===== src/rtl/alu_control_if.sv =====
// Decode-stage to ALU-control bus: ALUOp/funct in, registered ALU select and illegal flag out.
interface alu_control_if;
    logic       en;
    logic [1:0] alu_op;
    logic [5:0] funct;
    logic [3:0] alu_ctrl;
    logic       illegal;

    modport master (
        output en,
        output alu_op,
        output funct,
        input  alu_ctrl,
        input  illegal
    );

    modport slave (
        input  en,
        input  alu_op,
        input  funct,
        output alu_ctrl,
        output illegal
    );
endinterface


===== src/rtl/alu_control.sv =====
// MIPS ALU control decoder: maps ALUOp plus funct[3:0] to a registered 4-bit ALU select,
// flagging encodings the ALU does not implement.
module alu_control #(
    parameter logic [3:0] RESET_CTRL   = 4'b0000,
    parameter logic [3:0] ILLEGAL_CTRL = 4'b1111
) (
    input logic         clk,
    input logic         rst_n,
    alu_control_if.slave bus
);

    localparam logic [1:0] OpMem   = 2'b00;
    localparam logic [1:0] OpBranch = 2'b01;
    localparam logic [1:0] OpRtype = 2'b10;

    localparam logic [3:0] CtrlAnd = 4'b0000;
    localparam logic [3:0] CtrlOr  = 4'b0001;
    localparam logic [3:0] CtrlAdd = 4'b0010;
    localparam logic [3:0] CtrlSub = 4'b0110;
    localparam logic [3:0] CtrlSlt = 4'b0111;
    localparam logic [3:0] CtrlNor = 4'b1100;

    logic [3:0] ctrl_d;
    logic [3:0] ctrl_q;
    logic       illegal_d;
    logic       illegal_q;
    logic [3:0] funct_lo;
    logic [3:0] rtype_ctrl;
    logic       rtype_illegal;

    // Only the low nibble is ever looked at, so X/Z on funct[5:4] cannot reach the outputs.
    assign funct_lo = bus.funct[3:0];

    always_comb begin
        rtype_ctrl    = ILLEGAL_CTRL;
        rtype_illegal = 1'b1;
        case (funct_lo)
            4'b0000: begin rtype_ctrl = CtrlAdd; rtype_illegal = 1'b0; end
            4'b0010: begin rtype_ctrl = CtrlSub; rtype_illegal = 1'b0; end
            4'b0100: begin rtype_ctrl = CtrlAnd; rtype_illegal = 1'b0; end
            4'b0101: begin rtype_ctrl = CtrlOr;  rtype_illegal = 1'b0; end
            4'b0111: begin rtype_ctrl = CtrlNor; rtype_illegal = 1'b0; end
            4'b1010: begin rtype_ctrl = CtrlSlt; rtype_illegal = 1'b0; end
            default: begin rtype_ctrl = ILLEGAL_CTRL; rtype_illegal = 1'b1; end
        endcase
    end

    // The R-type result is selected only for ALUOp 10, so funct X/Z is masked for 00/01.
    always_comb begin
        ctrl_d    = ILLEGAL_CTRL;
        illegal_d = 1'b1;
        case (bus.alu_op)
            OpMem: begin
                ctrl_d    = CtrlAdd;
                illegal_d = 1'b0;
            end
            OpBranch: begin
                ctrl_d    = CtrlSub;
                illegal_d = 1'b0;
            end
            OpRtype: begin
                ctrl_d    = rtype_ctrl;
                illegal_d = rtype_illegal;
            end
            default: begin
                ctrl_d    = ILLEGAL_CTRL;
                illegal_d = 1'b1;
            end
        endcase
    end

    always_ff @(posedge clk or negedge rst_n) begin
        if (!rst_n) begin
            ctrl_q    <= RESET_CTRL;
            illegal_q <= 1'b0;
        end else if (bus.en) begin
            ctrl_q    <= ctrl_d;
            illegal_q <= illegal_d;
        end
    end

    assign bus.alu_ctrl = ctrl_q;
    assign bus.illegal  = illegal_q;

endmodule


===== src/flat_wrapper.sv =====
// flat-port wrapper written by rule: the top's interface ports become plain ports
module alu_control_flat 
#(
    parameter logic [3:0] RESET_CTRL   = 4'b0000,
    parameter logic [3:0] ILLEGAL_CTRL = 4'b1111
)
  (clk, rst_n, bus_en, bus_alu_op, bus_funct, bus_alu_ctrl, bus_illegal);
  alu_control_if bus_i ();
  input logic clk;
  input logic rst_n;
  input wire logic [$bits(bus_i.en)-1:0] bus_en;
  input wire logic [$bits(bus_i.alu_op)-1:0] bus_alu_op;
  input wire logic [$bits(bus_i.funct)-1:0] bus_funct;
  output wire logic [$bits(bus_i.alu_ctrl)-1:0] bus_alu_ctrl;
  output wire logic [$bits(bus_i.illegal)-1:0] bus_illegal;
  assign bus_i.en = bus_en;
  assign bus_i.alu_op = bus_alu_op;
  assign bus_i.funct = bus_funct;
  assign bus_alu_ctrl = bus_i.alu_ctrl;
  assign bus_illegal = bus_i.illegal;
  alu_control #(.RESET_CTRL(RESET_CTRL), .ILLEGAL_CTRL(ILLEGAL_CTRL)) u_core (.clk(clk), .rst_n(rst_n), .bus(bus_i));
endmodule

===== config.mk =====
export PLATFORM = sky130hd
export DESIGN_NAME = alu_control_flat
export DESIGN_NICKNAME = d
export VERILOG_FILES = /design/src/rtl/alu_control_if.sv /design/src/rtl/alu_control.sv /design/src/flat_wrapper.sv
export SDC_FILE = /design/constraint.sdc
export NUM_CORES = 1
export LEC_CHECK = 0
export ABC_AREA = 1
export CORE_AREA = 8 8 45 47
export CTS_BUF_LIST = sky130_fd_sc_hd__clkbuf_8
export DETAILED_ROUTE_END_ITERATION = 8
export DIE_AREA = 0 0 53 55
export PLACE_DENSITY_LB_ADDON = 0.15
export SLEW_MARGIN = 20
export SYNTH_ARGS = -nofsm -noshare
export SYNTH_HDL_FRONTEND = slang
export SYNTH_SLANG_ARGS = --single-unit

===== constraint.sdc =====
create_clock -name clk -period 1.6 [get_ports clk]
set_clock_uncertainty 0.1 [all_clocks]
set_input_delay 0.48 -clock clk [delete_from_list [all_inputs] [get_ports clk]]
set_output_delay 0.48 -clock clk [all_outputs]
set_load 0.02 [all_outputs]

==> summary.md, run 1 <==
| Metric | Value |
|---|---|
| Htree depth | `1` |
| CP Launch Type | `input pin` |
| Post-CTS Setup Bufs | `0` |
| Worst Hold End | `u_core.bus.alu_ctrl[2]` |
| Routed length on met3 | `70 um` |
| Sink Count | `5` |
| Post-cts repair resize count | `5` |
| GRT overflow | `0` |
| Most common cell after layout, fill and taps aside | `nand2_1` |
| Tot GR Track Use | `6.288%` |
| Syn_nets | `58` |
| Post-Syn Area per Cell | `6.575 um2` |
| Final hold vios | `0` |
| Post-route cell area | `528.0 um2` |
| Ant diodes | `0` |
| Setup CP Type | `in -> reg` |
| Non-filler instance count after layout | `84` |
| Starting density of the core | `22.33%` |
| Syn Inst Count | `47` |
| Worst-Margin Slew | `0.2233 ns` |
| Static leakage | `0.2988 nW` |
| Share of the cycle needed by the critical path after routing | `95.08%` |
| Worst hold path type | `reg -> reg` |
| RSZ-0062 raised after global routing | `false` |
| Hold_ws | `0.3724 ns` |
| DRC errors left | `0` |
| Final worst slack | `0.07874 ns` |
| Status | `finished, final reports clean` |
| Initial antenna violation count | `0` |
| Area Growth Syn to Fin | `70.85%` |
| Die Footprint | `2915 um2` |
| Pwr dens | `885.5 nW/um2` |
| Final wirelength | `781 um` |
| Top Layer Used | `met3` |
| DRT antenna net count | `0` |
| Total power | `0.4675 mW` |
| Sum Neg Setup Slack | `0 ns` |
| Reg2reg path depth | `3` |
| Max-slew violation count | `0` |
| HP Start | `u_core.bus.alu_ctrl[2]` |
| Routed length per instance | `9.298 um` |
| Synth Cell Area | `309.0 um2` |
| Final setup vio count | `0` |
| CTS Buf Count | `3` |
| Setup WS pre-CTS | `-0.1541 ns` |
| Cts hold-fix bufs | `0` |
| Seq/Total Area, Yosys | `40.49%` |
| Worst Hold Path Cells | `2` |
| Die height | `55 um` |
| Metal2 WL | `355 um` |
| Max Cap Viol | `0` |
| Layout cell share with drive strength beyond 1 | `16.18%` |
| I/O pins | `16` |
| Port Buffer Count | `13` |
| Highest Clock Rate | `657.4 MHz` |
| Reg-to-Reg End | `u_core.bus.alu_ctrl[0]` |
| Tmin final | `1.521 ns` |
| DP Cell Count | `80` |
| WL met1 | `355 um` |
| Worst skew pair latency | `0.22 ns` |
| Core area | `1384 um2` |
| Most frequent cells in the layout | `18 x nand2_1, 10 x inv_1, 8 x clkdlybuf4s50_1` |
| Die W | `53 um` |
| YS warnings | `0` |
| CTS tree | `done` |
| Worst EP required | `1.60 ns` |
| Netlist cell types | `14` |
| GPL Wtd Cong | `0.6888` |
| Clk slew on worst S/H paths | `0.03 ns` |
| Critical Path Sink Type | `register` |
| VDD IR max | `0.6966 mV` |
| R2R setup slack | `0.73 ns` |
| R2R Path Start | `u_core.bus.alu_ctrl[0]` |
| Detailed router's first-iteration violation count | `6` |
| Cell Area, Placed | `489.2 um2` |
| Root Buffer Master | `clkbuf_8` |
| Final net count | `80` |
| Vias in the first global route | `333` |
| Vias | `345` |
| DR pass1 iterations | `4` |
| Largest net degree at the start of global routing | `6` |
| Layout Utilization | `38.16%` |
| Row cnt | `14` |
| Critical path peak fanout | `4` |
| Vias per inst | `4.107` |
| FF+latch count, synth | `5` |
| CP arrival | `1.52 ns` |
| Post-DP HPWL | `652.4 um` |
| Slew margin rel. | `85.07%` |
| Clock buffer depth | `2` |
| Global-route wire length before repair | `1311 um` |
-- state kept, by name, indices dropped and copies added, names as in the netlist --
register             flops
u_core.bus.alu_ctrl      4
u_core.bus.illegal       1
-- layout make-up --
cell class,instances,area [um2]
Fill cell,146,855.8
Timing Repair Buffer,17,153.9
Multi-Input combinational cell,32,146.4
Sequential cell,5,125.1
Clock buffer,3,41.29
Inverter,10,37.54
Tap cell,16,20.02
Clock inverter,1,3.754
-- Yosys cell counts (all sizes together) --
cell / instances / area [um2]
a31oi: 1 / 6.260
dfrtp: 5 / 125.1
nand3: 2 / 10.01
o2111ai: 1 / 8.760
a21oi: 1 / 5.000
nand2: 19 / 73.82
nor2: 5 / 21.27
a21boi: 1 / 7.510
o21ai: 2 / 13.76
inv: 10 / 37.53
-- report_power, final --
part / switching (mW) / internal (mW)
Combinational: 0.0539 / 0.0481
Sequential: 0.00532 / 0.139
Clock: 0.0572 / 0.164
Total: 0.116 / 0.351
-- worst max-delay path: stages --
cell             delay, ns
clkdlybuf4s50_1       0.54
inv_2                 0.05
nor2_2                0.12
nand2_1               0.08
nand2_1               0.07
o21ai_2               0.05
nand2_2               0.07
nand2_1               0.06
-- how the worst max path moves through the flow --
| stage | startpoint | cells after the start | to | slack (ns) |
|---|---|---|---|---|
| after floorplan | bus_funct[0] | 6 | u_core.bus.alu_ctrl[0] | 0.49 |
| after CTS | bus_funct[2] | 8 | u_core.bus.alu_ctrl[0] | 0.08 |
| after global routing | bus_funct[2] | 8 | u_core.bus.alu_ctrl[0] | 0.009 |
| final | bus_funct[2] | 8 | u_core.bus.alu_ctrl[0] | 0.08 |
| after detailed placement | bus_funct[2] | 8 | u_core.bus.alu_ctrl[0] | -0.15 |
| after global placement | bus_funct[2] | 8 | u_core.bus.alu_ctrl[0] | -0.17 |
-- logic make-up (layout without fill, tap and decap cells) --
family,Yosys count,after routing,share of synthesized area (%)
flops,5,5,40.49
simple gates,26,26,34.01
compound gates,6,6,13.36
buf+inv,10,31,12.14
-- per-layer routing --
metal | GRT usage (%) | vias to the layer above
met5 | 0 | -
met4 | 3.879 | 0
met3 | 5.080 | 0
met2 | 8.594 | 8
met1 | 6.545 | 154
li1 | - | 183
No activity file was read; power rests on OpenSTA's default activity.
==> run 2, diff against run 1 <==
- clock period: 1.6 -> 1.7 ns (I/O delays scaled with it)
==> summary.md, run 2 (same netlist as run 1, synthesis figures left out) <==
| Metric | Value |
|---|---|
| Global-route wire length before repair | `1235 um (-5.8%)` |
| Critical path peak fanout | `4 (unchanged)` |
| Sink Count | `5 (unchanged)` |
| Largest register FFs | `4 (unchanged)` |
| Reg power frac | `30.7% (-0.2 points)` |
| CP Launch Type | `input pin` |
| Routed length on met3 | `106 um (+51%)` |
| Sw Ratio | `25.60% (+0.70 points)` |
| Routed length per instance | `9.915 um (+6.6%)` |
| Pwr dens | `859.4 nW/um2 (-2.9%)` |
| CTS Buf Count | `3 (unchanged)` |
| Final hold vios | `0 (unchanged)` |
| Critical Path Sink Type | `register` |
| Post-DP HPWL | `654.7 um (+0.35%)` |
| Area Growth Syn to Fin | `65.99%` |
| Switch Pwr | `0.1128 mW (-3.1%)` |
| Layout Utilization | `37.07% (-1.1 points)` |
| RSZ-0062 raised after global routing | `false` |
| Tmin final | `1.560 ns` |
| Detailed router's first-iteration violation count | `10 (+4)` |
| Ant diodes | `0 (unchanged)` |
| Final wirelength | `813 um (+4.1%)` |
| Vias in the first global route | `328 (-1.5%)` |
| Worst hold path type | `reg -> reg` |
| Layout cell share with drive strength beyond 1 | `13.64% (-2.5 points)` |
| Worst-Margin Slew | `0.2261 ns (+0.002819 ns)` |
| CP arrival | `1.56 ns (+0.04 ns)` |
| Most common cell after layout, fill and taps aside | `nand2_1` |
| Most frequent cells in the layout | `18 x nand2_1, 10 x inv_1, 8 x clkdlybuf4s50_1` |
| VDD IR max | `0.6141 mV (-12%)` |
| Metal2 WL | `359 um (+1.1%)` |
| Clk slew on worst S/H paths | `0.04 ns (about the same)` |
| Gate power share | `21.0% (-0.8 points)` |
| DRT antenna net count | `0 (unchanged)` |
| R2R Path Start | `u_core.bus.alu_ctrl[0]` |
| GPL Wtd Cong | `0.6994 (+1.5%)` |
| Die height | `55 um (unchanged)` |
| Die W | `53 um (unchanged)` |
| Vias per inst | `4.037 (-1.7%)` |
| Cell Area, Placed | `474.2 um2 (-3.1%)` |
| Critical path origin | `bus_funct[2]` |
| Worst EP required | `1.70 ns (+0.10 ns)` |
| DRC errors left | `0 (unchanged)` |
| Max-slew violation count | `0 (unchanged)` |
| Vias | `331 (-4.1%)` |
| Status | `finished, final reports clean` |
| Setup CP Type | `in -> reg` |
| Tot GR Track Use | `5.805% (-0.48 points)` |
| Root Buffer Master | `clkbuf_8` |
| Post-route cell area | `513.0 um2 (-2.8%)` |
| Slew margin rel. | `84.88% (-0.19 points)` |
| Row cnt | `14 (unchanged)` |
| Top Layer Used | `met3` |
| Worst skew pair latency | `0.22 ns (about the same)` |
| GRT overflow | `0 (unchanged)` |
| Starting density of the core | `22.33% (unchanged)` |
| Worst Hold Path Cells | `2 (unchanged)` |
| Final worst slack | `0.1395 ns (+0.06079 ns)` |
| Initial antenna violation count | `0 (unchanged)` |
| Port Buffer Count | `13 (unchanged)` |
| Clock power frac | `48.3% (+1.0 points)` |
| Cell-internal power | `0.3280 mW (-6.6%)` |
| HP Start | `u_core.bus.alu_ctrl[2]` |
| WL met1 | `346 um (-2.5%)` |
| Largest net degree at the start of global routing | `6 (unchanged)` |
| Share of the cycle needed by the critical path after routing | `91.79%` |
| Max Cap Viol | `0 (unchanged)` |
| Reg-to-Reg End | `u_core.bus.alu_ctrl[0]` |
| Htree depth | `1 (unchanged)` |
| Static leakage | `0.2892 nW (-3.2%)` |
| Setup WS pre-CTS | `-0.09150 ns (+0.06263 ns)` |
| DR pass1 iterations | `2 (-2)` |
| I/O pins | `16 (unchanged)` |
| Final net count | `78 (-2.5%)` |
| Clock buffer depth | `2 (unchanged)` |
| R2R setup slack | `0.82 ns (+0.09 ns)` |
| Reg2reg path depth | `3 (unchanged)` |
| CTS tree | `done` |
| Final setup vio count | `0 (unchanged)` |
| Worst Hold End | `u_core.bus.alu_ctrl[2]` |
| Core area | `1384 um2 (unchanged)` |
| Highest Clock Rate | `640.8 MHz` |
| Die Footprint | `2915 um2 (unchanged)` |
## run 2: cell count changes in the layout (fill, tap and decap cells not counted)
cell,change
buf_4,-2
## run 2: worst max-delay path by stage
stage / cells past startpoint / endpoint / slack, ns
after floorplan: 6 / u_core.bus.alu_ctrl[0] / 0.56
after global placement: 8 / u_core.bus.alu_ctrl[0] / -0.1
after detailed placement: 8 / u_core.bus.alu_ctrl[0] / -0.09
after CTS: 8 / u_core.bus.alu_ctrl[0] / 0.14
after global routing: 8 / u_core.bus.illegal / 0.09
final: 8 / u_core.bus.illegal / 0.14
## run 2: power by group through the flow
| stage | registers (mW) | logic (mW) | clock network [mW] |
|---|---|---|---|
| global placement | 0.138 | 0.102 | 0 |
| global route | 0.137 | 0.103 | 0.225 |
| detailed placement | 0.138 | 0.102 | 0 |
| CTS | 0.136 | 0.0945 | 0.219 |
| finish | 0.135 | 0.0927 | 0.213 |
| floorplan | 0.152 | 0.0301 | 0 |
## run 2: area by class of cell
cell class	count	area [um2]
multi-input cells	32	146.4
repair buffers	15	138.9
flip-flops and latches	5	125.1
well taps	16	20.02
clock buffers	3	41.29
fillers	156	870.8
inverters	10	37.54
clock inverters	1	3.754
## run 2: routing by layer
metal  track usage [%]  vias up
met2             8.789        9
met3             5.615        0
met5                 0        -
li1                  -      181
met4             2.586        0
met1             5.199      141
## run 2: per-stage QoR
step                      total power [mW]  hold WS (ns)  std cells  TNS, ns
after global routing                0.4640        0.3942         82        0
final                               0.4409        0.3760         82        0
after detailed placement            0.2395        0.3721         78  -0.2609
after global placement              0.2398        0.3695         78  -0.2879
after CTS                           0.4488        0.3761         82        0
after floorplan                     0.1818        0.1144         47        0
## run 2: timing repair
item / in CTS / in global routing
hold buffers: 0 / 0
gates resized for setup: 5 / 0
setup endpoints to repair: 5 / 0
setup buffers: 0 / 0
## run 2: worst max-delay path, cell delays in order
cell,delay [ns]
clkdlybuf4s50_1,0.54
inv_2,0.05
nor2_2,0.12
nand2_1,0.08
nand2_1,0.08
o21ai_2,0.06
nand2_2,0.07
nand2_1,0.06
==> run 3, diff against run 2 <==
- CTS_CLUSTER_DIAMETER: unset -> 120
- HOLD_SLACK_MARGIN: unset -> 0.15
- TNS_END_PERCENT: unset -> 100
==> results of run 3 <==
The final DEF is identical to that of run 2; final timing and power are the same.
